### config.mk
export PLATFORM = sky130hd
export DESIGN_NAME = oai_reg_toggle
export DESIGN_NICKNAME = d
export VERILOG_FILES = /design/src/rtl/oai_reg_toggle.sv
export SDC_FILE = /design/constraint.sdc
export NUM_CORES = 1
export LEC_CHECK = 0
export ABC_AREA = 0
export BUFFER_PORTS_ARGS = -buffer_cell sky130_fd_sc_hd__buf_2
export CORE_ASPECT_RATIO = 1.1
export CORE_UTILIZATION = 30
export DETAILED_ROUTE_END_ITERATION = 10
export HOLD_SLACK_MARGIN = 0.12
export PLACE_DENSITY = 0.56
export SETUP_SLACK_MARGIN = 0.3
export SLEW_MARGIN = 5
export SYNTH_ARGS = -nofsm -noshare
export SYNTH_HDL_FRONTEND = slang
export SYNTH_SLANG_ARGS = --single-unit
### constraint.sdc
create_clock -name CLK -period 3.38 [get_ports CLK]
set_clock_uncertainty 0.05 [all_clocks]
set_input_delay 0.845 -clock CLK [delete_from_list [all_inputs] [get_ports CLK]]
set_output_delay 0.845 -clock CLK [all_outputs]
set_load 0.05 [all_outputs]
### src/rtl/oai_reg_toggle.sv
// oai_reg_toggle: per-slice OR-AND-INVERT with an enable-gated output pipeline,
// a sticky valid bit per stage and a saturating count of output bit toggles.
module oai_reg_toggle #(
    parameter int WIDTH = 4,
    parameter int NPAIR = 2,
    parameter int PIPE  = 1,
    parameter int CNTW  = 16
) (
    input  logic                   CLK,
    input  logic                   RST,
    input  logic                   EN,
    input  logic [NPAIR*WIDTH-1:0] INA,
    input  logic [NPAIR*WIDTH-1:0] INB,
    input  logic [WIDTH-1:0]       INC,
    input  logic                   CLR,
    output logic [WIDTH-1:0]       QN,
    output logic                   QVLD,
    output logic [CNTW-1:0]        TOGCNT,
    output logic                   TOGSAT
);

    // Popcount width, and a sum width wide enough that cnt + popcount never wraps.
    localparam int PCW = $clog2(WIDTH + 1);
    localparam int SW  = ((CNTW > PCW) ? CNTW : PCW) + 1;
    localparam logic [CNTW-1:0] CNT_MAX = '1;

    logic [WIDTH-1:0] oai_comb;

    // One OAI gate per slice: every pair ORed, the ORs ANDed with INC, then inverted.
    genvar gi, gk;
    generate
        for (gi = 0; gi < WIDTH; gi++) begin : g_slice
            logic [NPAIR-1:0] pair_or;
            for (gk = 0; gk < NPAIR; gk++) begin : g_pair
                assign pair_or[gk] = INA[gk*WIDTH+gi] | INB[gk*WIDTH+gi];
            end
            assign oai_comb[gi] = ~(INC[gi] & (&pair_or));
        end
    endgenerate

    logic [WIDTH-1:0] stage_reg [PIPE];
    logic [WIDTH-1:0] stage_in  [PIPE];
    logic [PIPE-1:0]  valid_reg;
    logic [PIPE-1:0]  valid_in;

    // Output pipeline: stage 0 takes the gate result, later stages shift. The valid
    // bit travels with the data so QVLD only rises once real data reaches the end.
    generate
        for (gi = 0; gi < PIPE; gi++) begin : g_stage
            if (gi == 0) begin : g_first
                assign stage_in[gi] = oai_comb;
                assign valid_in[gi] = 1'b1;
            end else begin : g_next
                assign stage_in[gi] = stage_reg[gi-1];
                assign valid_in[gi] = valid_reg[gi-1];
            end

            // Stage register: reset to all-ones/invalid, load only when EN is high.
            always_ff @(posedge CLK) begin
                if (RST) begin
                    stage_reg[gi] <= '1;
                    valid_reg[gi] <= 1'b0;
                end else if (EN) begin
                    stage_reg[gi] <= stage_in[gi];
                    valid_reg[gi] <= valid_in[gi];
                end
            end
        end
    endgenerate

    logic [WIDTH-1:0] toggle_bits;
    logic [PCW-1:0]   toggle_pop;
    logic [SW-1:0]    cnt_sum;
    logic             sat_hit;
    logic [CNTW-1:0]  cnt_reg;
    logic             sat_reg;

    assign toggle_bits = stage_in[PIPE-1] ^ stage_reg[PIPE-1];

    // Number of QN bits that flip if the last stage loads this cycle.
    always_comb begin
        toggle_pop = '0;
        for (int i = 0; i < WIDTH; i++) begin
            toggle_pop = toggle_pop + PCW'(toggle_bits[i]);
        end
    end

    assign cnt_sum = SW'(cnt_reg) + SW'(toggle_pop);
    assign sat_hit = (cnt_sum >= SW'(CNT_MAX));

    // Toggle counter: reset beats clear, clear beats the increment, and the
    // counter pins at its maximum once reached, raising the sticky flag.
    always_ff @(posedge CLK) begin
        if (RST || CLR) begin
            cnt_reg <= '0;
            sat_reg <= 1'b0;
        end else if (EN) begin
            if (sat_hit) begin
                cnt_reg <= CNT_MAX;
                sat_reg <= 1'b1;
            end else begin
                cnt_reg <= cnt_sum[CNTW-1:0];
            end
        end
    end

    assign QN     = stage_reg[PIPE-1];
    assign QVLD   = valid_reg[PIPE-1];
    assign TOGCNT = cnt_reg;
    assign TOGSAT = sat_reg;

endmodule

# Word level (Yosys, flattened, before mapping)
# Memory sizes are Yosys's and may differ from the RTL's.
# Index checks and enable logic that the tools add are counted.
dict set report word_totals {
  reg_bits 18
  mem_bits_rw 4
  wordCells 41
  mem_count 1
  input_bits 24
  output_inout_bits 22
}
# memory depth word_bits rd rd_ports_with_merged_regs write_ports line_no
set memory_table {}
lappend memory_table {stage_reg 1 4 1 0 1 41} ;# logic [WIDTH-1:0] stage_reg [PIPE];
dict set report op_classes {
  bitwise_logic 17
  n_reduce_logical 7
  order_cmp 1
  muxes 8
  addsub 4
}
# cell count
set op_table {}
lappend op_table {{16-bit by 3-bit adder with 17-bit output} 1}
lappend op_table {{17-bit by 16-bit >= comparator with 1-bit output, second input constant} 1}
lappend op_table {{16-bit two-way mux} 1}
lappend op_table {{2-bit AND reduction} 5}
lappend op_table {{1-bit bitwise OR} 8}
lappend op_table {{1-bit two-way mux} 6}
lappend op_table {{1-bit bitwise AND} 4}
lappend op_table {{4-bit two-way mux} 1}
lappend op_table {{1-bit NOT} 4}
lappend op_table {{4-bit OR reduction} 1}
lappend op_table {{4-bit bitwise XOR} 1}
lappend op_table {{2-bit by 1-bit adder with 3-bit output} 1}
lappend op_table {{3-bit by 1-bit adder with 3-bit output} 1}
lappend op_table {{1-bit by 1-bit adder with 2-bit output} 1}
lappend op_table {{1-bit logical OR} 1}

# Depth between registers and ports, before layout
# Gate-level depths: netlist of run 1.
dict set report logic_depth {
  depth_word 11
  mapped_depth 12
  mapped_depth_nobuf 11
}

# Least setup slack after synthesis of run 1
# OpenSTA, ideal clock, no wires.
dict set report synth_timing {
  kind {input to register}
  start {input port INB[0]}
  end {register sat_reg (netlist: TOGSAT)}
  setup_time_ps 130
  path_slack_ps -186
  cell_stages 12
  required_ps 3200
  t_arrival_ps 3386
  path_buffers 1
  cell_sequence {o221ai_1 -> xnor2_1 -> fa_1 -> inv_1 -> fa_1 -> fa_1 -> clkbuf_1 -> and3b_2 -> mux2i_1 -> o22ai_1 -> o2111ai_1 -> o22ai_2}
}
dict set report synth_between {
  elab_chain_cells 11
}
# element line_no
set synth_rtl {}
lappend synth_rtl {{from (decl)} 13} ;# input logic [NPAIR*WIDTH-1:0] INB,
lappend synth_rtl {{1-bit bitwise OR} 35} ;# assign pair_or[gk] = INA[gk*WIDTH+gi] | INB[gk*WIDTH+gi];
lappend synth_rtl {{2-bit AND reduction} 37} ;# assign oai_comb[gi] = ~(INC[gi] & (&pair_or));
lappend synth_rtl {{1-bit bitwise AND} 37}
lappend synth_rtl {{1-bit NOT} 37}
lappend synth_rtl {{4-bit bitwise XOR} 78} ;# assign toggle_bits = stage_in[PIPE-1] ^ stage_reg[PIPE-1];
lappend synth_rtl {{1-bit by 1-bit adder with 2-bit output} 84} ;# toggle_pop = toggle_pop + PCW'(toggle_bits[i]);
lappend synth_rtl {{2-bit by 1-bit adder with 3-bit output} 84}
lappend synth_rtl {{3-bit by 1-bit adder with 3-bit output} 84}
lappend synth_rtl {{16-bit by 3-bit adder with 17-bit output} 88} ;# assign cnt_sum = SW'(cnt_reg) + SW'(toggle_pop);
lappend synth_rtl {{17-bit by 16-bit >= comparator with 1-bit output} 89} ;# assign sat_hit = (cnt_sum >= SW'(CNT_MAX));
lappend synth_rtl {{2-bit AND reduction (no line)} -}
lappend synth_rtl {{to (signal assigned)} 96} ;# sat_reg <= 1'b0;
lappend synth_rtl {{to (signal assigned)} 100} ;# sat_reg <= 1'b1;
lappend synth_rtl {{to (decl)} 76} ;# logic sat_reg;
# Every way passes these cells.
# A chain may end at the register's enable or synchronous reset.

# Final worst setup path of run 1
# Ends and elaborated chain as after synthesis.

==> results.md, run 1 <==
* Hold violation count in the final report at 0
* TritonCTS clock tree: built
* Syn Area/Cell at 8.91 um2
* Critical path peak fanout at 7
* Asr flop ratio synth at 0
* Number of nets with antenna violations after routing at 0
* Hold Path Class: register to register
* Number of vias per cell at ~5.1
* Placed cells at between 200 and 300
* DIE HEIGHT at 72.0 um
* Min Tclk post-route at between 3 and 4 ns
* Multi-input logic area at ~980 um2
* Status: completed
* Int Power at 0.000451 W
* Clock latency on the worst-skew pair at approximately 0.27 ns
* Gr usage total at 0.152
* Max-cap violations at 0
* H-tree depth at 1
* First-pass GRT wire length at around 5500 um
* DR DRC count at 0
* EDFF count, synth at 4
* Switching share of power at 0.320
* Antenna violations before repair at 0
* Post-place setup slack at -0.126 ns
* Final hold slack at 0.422 ns
* CP delay by family, top: adder cells
* Die area at roughly 4700 um2
* VDD IR max at 0.112 mV
* Worst EP required at 3.53 ns
* Post-Layout Cell Count at roughly 260
* Mapped Cells at 150
* Starting Density at 0.312
* Largest net degree at the start of global routing at 20
* Most numerous cell on the critical path: fa_2
* Clock power frac at 0.258
* Routed vias at roughly 1300
* Routed wire per std cell at around 14 um
* Nets at roughly 230
* GRT overflow at 0
* Yosys top cell by area: dfxtp_1
* Core area at around 4300 um2
* Number of fill cells at 430
* Sequential area share after synthesis at 0.360
* Final WL at 3540 um
* Cell Area, Synth at roughly 1300 um2
* Num ports at 46
* Yosys cell types at 43
* Sequential Power Share at 0.424
* Final period utilization at 0.960
* Synth area leaders: dfxtp_1 (27%), edfxtp_1 (9.0%), xnor2_1 (5.9%)
* Dominant synthesized flop cell: dfxtp_1
* CTS max path bufs at 2
* Starting DRC count in detailed routing at 28
* Synthesis-to-layout area growth at 43.7%
* Clock Root Buffer: clkbuf_8
* Routability cong. at 0.787
* Final HPWL DP at 2580 um
* CP max stage delay at 0.51 ns
* Switching power total at between 0.0002 and 0.00025 W
* Setup CP Type: primary input to register
* CP Capture Type: register
* Slew Limit Fails at 0
* Worst Setup Start Kind: primary input
* Least-Margin Pin Slew at roughly 0.42 ns
* Share of cells above drive strength 1 at 0.438
* Flops & latches, synth at 22
* PortBufs at 45
* Ys Warns at 0
* Slowest-stage cell, CP: fa_1
* Reg area at around 480 um2
* Leakage at a little over 0.7 nW
* P per Cell Area at 345 nW/um2
* Clk sinks at 22
* Critical path buffers and inverters at 2
* Crit-path cells: buf_6, o221ai_4, xnor2_2, fa_1, inv_1, fa_2, fa_2, a211oi_4, nor3b_1, o22ai_1, o2111ai_2, o22ai_2
* Die X at 65.6 um
* Vias in the first global route at 1229
* RSZ-0062 raised after global routing: true
* Flip-flop count of the largest register after layout at 16
* Drt first pass iters at 4
* Final setup vio count at 0
* Synth top area share at 0.270
* N_diodes at 0
* Num rows at 25
* Post-synth net total at between 150 and 200
* Fmax at 308 MHz
* Slew margin rel. at 0.715
* Worst Path Arrival at 3.40 ns
* Logic pwr share at 0.318
* CTS clk-pin slew, worst paths at around 0.080 ns
* CTS buffer count at 3
* Setup WS post-layout at 0.134 ns
-- through the flow --
step                power (W)  instance area (um2)  setup TNS [ns]   util
floorplan            0.000406                 1380               0      -
global placement     0.000464                 1700          -0.104  0.396
detailed placement   0.000465                 1700          -0.471  0.396
CTS                  0.000638                 1750               0  0.408
global route         0.000699                 1920         -0.0262  0.448
finish               0.000663                 1920               0  0.448
-- metal layers --
layer	wire (um)	global-route usage	vias up	share of wire
li1	-	-	648	-
met1	1580	0.186	614	0.45
met3	158	0.0220	5	0.045
met2	1740	0.261	39	0.49
met4	54	0.0652	0	0.015
met5	0	0	-	0
-- layout make-up --
class | instances | area share
Tap cell | 54 | 0.0352
Clock buffer | 4 | 0.0235
Timing Repair Buffer | 55 | 0.174
Inverter | 4 | 0.00782
Multi-Input combinational cell | 118 | 0.509
Sequential cell | 22 | 0.250
-- timing repair --
item / CTS / global route
setup buffers: 0 / 2
gates cloned: 0 / 1
gates resized for setup: 1 / 34
pin swaps: 0 / 9
endpoints found under the setup margin: 14 / 17
hold buffers: 0 / 0
-- Yosys cell counts (2+ instances only) --
cell type / n
a211oi_1: 4
a21oi_1: 5
a31oi_1: 3
and2_1: 3
clkbuf_1: 6
dfxtp_1: 18
edfxtp_1: 4
fa_1: 3
inv_1: 4
nand2_1: 12
nand2b_1: 6
nand3_1: 6
nand3b_1: 2
nand4_1: 3
nor2_1: 11
nor3_1: 2
nor3b_1: 2
nor4_1: 3
o21ai_0: 8
o21ai_1: 3
o221ai_1: 4
o22ai_1: 2
or2_2: 2
xnor2_1: 9
xor2_1: 7
-- cells by family (layout without fill, tap and decap cells) --
logic type,after synthesis,in the layout,share of synthesized area
buffers and inverters,10,63,0.0281
adders and majority gates,4,4,0.0543
AOI/OAI and AO/OA,33,33,0.161
DFF,22,22,0.360
muxes,1,1,0.00749
and+or+nand+nor,64,64,0.285
xor gates and xnor gates,16,16,0.105
-- worst reg2reg max path, cell delays in order, from the launching register on --
cell       delay [ns]
edfxtp_1         0.43
xnor2_2          0.16
fa_1             0.51
inv_1            0.05
fa_2             0.37
fa_2             0.45
a211oi_4         0.22
nor3b_1          0.08
o22ai_1          0.18
o2111ai_2        0.17
o22ai_2          0.11
-- power groups by stage --
stage	Sequential [W]	Clock [W]	Combinational [W]
6_report	0.000281	0.000171	0.000211
5_1_grt	0.000282	0.000185	0.000232
3_5_place_dp	0.000287	0	0.000179
2_1_floorplan	0.000312	0	0.0000939
4_1_cts	0.000281	0.000176	0.000181
3_3_place_gp	0.000287	0	0.000178
-- path summary, 6_finish.rpt --
kind | start | to | slack (ns) | cells after the start
setup / recovery | INB[0] | TOGSAT | 0.13 | 12
hold / removal | QVLD | QVLD | 0.42 | 2
setup reg to reg | stage_reg[0][0] | TOGSAT | 0.55 | 10
hold reg to reg | QVLD | QVLD | 0.42 | 2
-- placed cells by master (no fill, tap or decap), types with 3 or more instances in the layout --
master     n
buf_2     42
dfxtp_1   18
nand2_1   11
nor2_1     9
o21ai_1    8
xor2_1     7
buf_6      7
nand2b_1   6
xnor2_1    6
buf_4      6
nand3_1    5
a21oi_1    5
inv_1      4
edfxtp_1   4
xnor2_2    3
nand4_1    3
nor4_2     3
a211oi_1   3
a31oi_1    3
clkbuf_8   3
Power figures use the tool's default switching activity.
==> run 2, diff against run 1 <==
--- a/config.mk
+++ b/config.mk
@@ -7,11 +7,14 @@
 export LEC_CHECK = 0
 export ABC_AREA = 0
 export BUFFER_PORTS_ARGS = -buffer_cell sky130_fd_sc_hd__buf_2
+export CELL_PAD_IN_SITES_DETAIL_PLACEMENT = 1
+export CELL_PAD_IN_SITES_GLOBAL_PLACEMENT = 1
 export CORE_ASPECT_RATIO = 1.1
+export CORE_MARGIN = 4
 export CORE_UTILIZATION = 30
 export DETAILED_ROUTE_END_ITERATION = 10
 export HOLD_SLACK_MARGIN = 0.12
-export PLACE_DENSITY = 0.56
+export PLACE_DENSITY = 0.72
 export SETUP_SLACK_MARGIN = 0.3
 export SLEW_MARGIN = 5
 export SYNTH_ARGS = -nofsm -noshare
==> results.md, run 2 (same netlist as run 1, synthesis figures left out) <==
* Most frequent cells in the layout: buf_2 (42), dfxtp_1 (18), nand2_1 (10), nor2_1 (10), buf_4 (9)
* TritonCTS clock tree: built
* Routed vias at roughly 1400
* Largest net degree at the start of global routing at 20
* Switching power total at 0.000221 W
* Final HPWL DP at about 3000 um
* Slew margin rel. at 0.656
* Gr usage total at 0.166
* Max-cap violations at 0
* Vias in the first global route at ~1500
* Sequential Power Share at 0.373
* Number of vias per cell at 5.33
* Worst Setup Start Kind: primary input
* Final setup vio count at 0
* DR DRC count at 0
* N_diodes at 0
* Num ports at 46
* Worst Path Arrival at 3.47 ns
* Die area at around 5600 um2
* GRT overflow at 0
* Worst EP required at 3.53 ns
* Die X at 71.6 um
* Hold Path Class: register to register
* Reg2Reg Depth at 10
* H-tree depth at 1
* P per Cell Area at 381 nW/um2
* Routability cong. at between 0.7 and 0.8
* Setup TNS at 0 ns
* First-pass GRT wire length at roughly 7300 um
* Clock latency on the worst-skew pair at 0.27 ns
* Final WL at approximately 4400 um
* CTS clk-pin slew, worst paths at 0.08 ns
* Starting DRC count in detailed routing at 35
* Worst reg2reg setup slack at between 0.4 and 0.5 ns
* Number of nets with antenna violations after routing at 0
* Routed wire per std cell at around 17 um
* CTS max path bufs at 2
* Critical path peak fanout at 8
* CTS buffer count at 3
* Flip-flop count of the largest register after layout at 16
* Total power at ~0.00075 W
* Leakage at ~0.75 nW
* Switching share of power at 0.293
* Most common cell after layout, fill and taps aside: buf_2
* VDD IR max at 0.175 mV
* Least-Margin Pin Slew at just over 0.5 ns
* Synthesis-to-layout area growth at 48.2%
* Nets at about 240
* RR Endpoint: TOGSAT
* RSZ-0062 raised after global routing: true
* Hold violation count in the final report at 0
* Logic pwr share at 0.297
* CP Capture Type: register
* Status: completed
* Core area at ~4300 um2
* Drt first pass iters at 4
* Clock Root Buffer: clkbuf_8
* Beginning of the critical path: INB[0]
* Setup CP Type: primary input to register
* Min Tclk post-route at between 3 and 4 ns
* DIE HEIGHT at just under 80 um
* Worst Setup EP: TOGSAT
* Slew Limit Fails at 0
* Final Core Density at 0.459
* Share of cells above drive strength 1 at 0.473
* Clk sinks at 22
* Number of fill cells at between 500 and 600
* PortBufs at 45
* # hold bufs at CTS at 0
* Fmax at about 300 MHz
* Final period utilization at 0.982
* Multi-input logic area at about 980 um2
* Num rows at 25
* Int Power at 0.000533 W
* Reg area at 480 um2
* Starting Density at 0.310
* Antenna violations before repair at 0
* Reg2Reg Launch Point: stage_reg[0][0]
* Clock power frac at 0.330
run 2: worst min path at each step:
| stage | depth (start not counted) | from | endpoint | slack (ns) |
|---|---|---|---|---|
| finish | 2 | QVLD | QVLD | 0.43 |
| global route | 2 | QVLD | QVLD | 0.45 |
| CTS | 2 | QVLD | QVLD | 0.43 |
| detailed placement | 2 | QVLD | QVLD | 0.42 |
| global placement | 2 | QVLD | QVLD | 0.40 |
| floorplan | 2 | QVLD | QVLD | 0.63 |
run 2: power groups by stage:
stage | Clock (W) | Sequential [W] | Combinational, W
floorplan | 0 | 0.000312 | 0.0000939
detailed placement | 0 | 0.000287 | 0.000184
global placement | 0 | 0.000287 | 0.000182
CTS | 0.000257 | 0.000281 | 0.000211
finish | 0.000249 | 0.000281 | 0.000224
global route | 0.000268 | 0.000283 | 0.000243
run 2: metal layers:
metal / vias to the layer above / track usage / wire length [um]
met5: - / 0 / 0
met4: 0 / 0.0639 / 62
met3: 7 / 0.0350 / 270
met2: 46 / 0.301 / 2370
met1: 684 / 0.186 / 1750
li1: 653 / - / -
run 2: area by class of cell:
| cell class | count | share of cell area |
|---|---|---|
| Clock buffer | 3 | 0.0208 |
| Clock inverter | 1 | 0.0152 |
| Inverter | 4 | 0.00758 |
| Multi-Input combinational cell | 118 | 0.494 |
| Sequential cell | 22 | 0.243 |
| Tap cell | 54 | 0.0341 |
| Timing Repair Buffer | 59 | 0.186 |
run 2: per-stage QoR:
stage	setup WS [ns]	hold slack (ns)	std cells	instance area (um2)
2_1_floorplan	0.0498	0.634	150	1380
3_3_place_gp	-0.122	0.401	251	1700
3_5_place_dp	-0.153	0.416	251	1700
4_1_cts	0.137	0.432	258	1920
5_1_grt	-0.0799	0.454	261	1980
6_report	0.0620	0.425	261	1980
run 2: what timing repair did:
action / in CTS / in global routing
pin swaps: 10 / 7
cloned: 1 / 0
buffers inserted: 2 / 3
gates resized for setup: 25 / 9
setup endpoints to repair: 15 / 17
hold endpoints to repair: 0 / 0
run 2: worst max-delay path: stages:
cell	delay, ns
buf_6	0.10
o221ai_4	0.21
xnor2_2	0.11
fa_1	0.50
inv_1	0.05
fa_2	0.37
fa_2	0.44
a211oi_2	0.31
nor3b_1	0.10
o22ai_2	0.17
o2111ai_2	0.15
o22ai_2	0.10
==> run 3, diff against run 2 <==
--- a/config.mk
+++ b/config.mk
@@ -10,11 +10,10 @@
 export CELL_PAD_IN_SITES_DETAIL_PLACEMENT = 1
 export CELL_PAD_IN_SITES_GLOBAL_PLACEMENT = 1
 export CORE_ASPECT_RATIO = 1.1
-export CORE_MARGIN = 4
 export CORE_UTILIZATION = 30
 export DETAILED_ROUTE_END_ITERATION = 10
 export HOLD_SLACK_MARGIN = 0.12
-export PLACE_DENSITY = 0.72
+export PLACE_DENSITY = 0.69
 export SETUP_SLACK_MARGIN = 0.3
 export SLEW_MARGIN = 5
 export SYNTH_ARGS = -nofsm -noshare
==> constraint.sdc (replaced) <==
create_clock -name CLK -period 4.19 [get_ports CLK]
set_clock_uncertainty 0.05 [all_clocks]
set_input_delay 1.0475 -clock CLK [delete_from_list [all_inputs] [get_ports CLK]]
set_output_delay 1.0475 -clock CLK [all_outputs]
set_load 0.05 [all_outputs]
==> results.md, run 3 (same netlist as run 1, synthesis figures left out) <==
* Post-place setup slack at -0.00313 ns
* Core area at between 4000 and 5000 um2
* Antenna violations before repair at 0
* PortBufs at between 40 and 50
* Cell Area, Placed at ~1600 um2
* Routed wire per std cell at approximately 16 um
* Vias in the first global route at between 1000 and 1500
* Int Power at roughly 0.00034 W
* Nets at 226
* Setup TNS at 0 ns
* Switching share of power at 0.321
* Met2 Track Usage GR at 0.339
* Clk sinks at 22
* Gr usage total at 0.178
* Starting Density at 0.312
* H-tree depth at 1
* DIE HEIGHT at just over 70 um
* CP Capture Type: register
* Num rows at 25
* Leakage at around 0.65 nW
* Hold Crit Depth at 2
* TritonCTS clock tree: built
* Worst reg2reg setup slack at around 1.1 ns
* Final setup vio count at 0
* Routability cong. at 0.832
* GRT overflow at 0
* Switching power total at about 0.00016 W
* Reg2Reg Depth at 10
* Num ports at 46
* Clock power frac at 0.272
* Finished Cell Area at 1700 um2
* Slew Limit Fails at 0
* Clock latency on the worst-skew pair at roughly 0.26 ns
* CTS max path bufs at 2
* Met3 Resource Use GR at 0.0283
* RSZ-0062 raised after global routing: false
* VDD IR max at roughly 0.11 mV
* Min Tclk post-route at 3.73 ns
* Die area at between 4000 and 5000 um2
* N_diodes at 0
* Most frequent cells in the layout: buf_2 (45), dfxtp_1 (18), nand2_1 (11), nor2_1 (11), xnor2_1 (9)
* Largest net degree at the start of global routing at 20
* DR DRC count at 0
* Worst Path Arrival at 3.82 ns
* Final Core Density at 0.396
* Most common cell after layout, fill and taps aside: buf_2
* Setup CP Type: primary input to register
* Hold Path Class: register to register
* Logic pwr share at 0.281
* Critical path peak fanout at 6
* Met1 Use GR at 0.195
* Slew margin rel. at 0.679
* Placed cells at roughly 240
* Number of vias per cell at around 5.3
* Worst EP required at between 4 and 5 ns
* Beginning of the critical path: INB[0]
* Clock Root Buffer: clkbuf_8
* Final WL at ~4000 um
* Synthesis-to-layout area growth at 27.2%
* CTS clk-pin slew, worst paths at ~0.08 ns
* Worst Setup Start Kind: primary input
* Drt first pass iters at 4
* Routed vias at 1331
* P per Cell Area at between 200 and 300 nW/um2
* # hold bufs at CTS at 0
* Number of nets with antenna violations after routing at 0
* Hold Path Sink: QVLD
* Share of cells above drive strength 1 at 0.345
* Hold_sp: QVLD
* Setup WS post-layout at between 0.4 and 0.5 ns
* First-pass GRT wire length at ~6500 um
* Sequential Power Share at 0.447
* Status: completed
* Reg2Reg Launch Point: stage_reg[0][0]
* CTS buffer count at 3
* Die X at around 66 um
* Final period utilization at 0.890
* Final HPWL DP at ~3100 um
* Flip-flop count of the largest register after layout at 16
* Post-Layout Cell Count at ~250
* Grt peak-use layer: met2
* Hold violation count in the final report at 0
* Fmax at 268 MHz
* RR Endpoint: TOGSAT
* Starting DRC count in detailed routing at 30
* Least-Margin Pin Slew at approximately 0.48 ns
* Max-cap violations at 0
run 3: cell types whose count changed in the layout (fill, tap and decap cells not counted), moves of 2 or more:
cell / change
buf_6: -8
buf_4: -6
buf_2: +3
xnor2_1: +3
xnor2_2: -3
a21oi_1: +2
a21oi_2: -2
nor4_1: +2
o21ai_0: +2
o21ai_2: -2
o221ai_4: -2
run 3: critical path: stages:
cell and delay [ns]:
buf_2 0.10, o221ai_2 0.21, xnor2_1 0.13, fa_1 0.52, inv_1 0.06, fa_1 0.50
fa_2 0.45, clkbuf_2 0.18, and2_1 0.22, nand2_1 0.08, nor2_1 0.05, xnor2_1 0.18
a21oi_1 0.09
run 3: how the worst max path moves through the flow:
stage,slack (ns),endpoint,cells past startpoint
floorplan,0.42,TOGSAT,12
global placement,0.23,TOGCNT[9],10
detailed placement,-0.003,TOGSAT,12
CTS,0.30,TOGSAT,12
global route,0.31,TOGCNT[6],13
finish,0.46,TOGCNT[8],13
run 3: timing repair:
item | in CTS | in global routing
buffers inserted | 0 | 4
gates cloned | 0 | 0
resized for setup | 2 | 3
endpoints found under the setup margin | 1 | 15
pin swaps | 0 | 1
run 3: metrics by stage:
step	power, W	hold WS (ns)
after floorplan	0.000317	0.634
after global placement	0.000349	0.394
after detailed placement	0.000358	0.411
after CTS	0.000501	0.429
after global routing	0.000537	0.460
final	0.000506	0.424
run 3: final cells by class:
cell class | count | area (um2)
flip-flops and latches | 22 | 480
well taps | 54 | 67.6
inverters | 4 | 15.0
repair buffers | 49 | 253
fillers | 542 | 2590
multi-input cells | 118 | 838
clock buffers | 4 | 45.0
run 3: power groups by stage:
| stage | clock network (W) | logic [W] | registers (W) |
|---|---|---|---|
| 3_3_place_gp | 0 | 0.000118 | 0.000231 |
| 3_5_place_dp | 0 | 0.000126 | 0.000232 |
| 5_1_grt | 0.000155 | 0.000155 | 0.000228 |
| 2_1_floorplan | 0 | 0.0000654 | 0.000252 |
| 4_1_cts | 0.000144 | 0.000130 | 0.000227 |
| 6_report | 0.000138 | 0.000142 | 0.000227 |
run 3: routing by layer:
layer	up-vias	wire length [um]
li1	634	-
met1	646	1580
met2	44	2130
met3	7	215
met4	0	70
met5	-	0
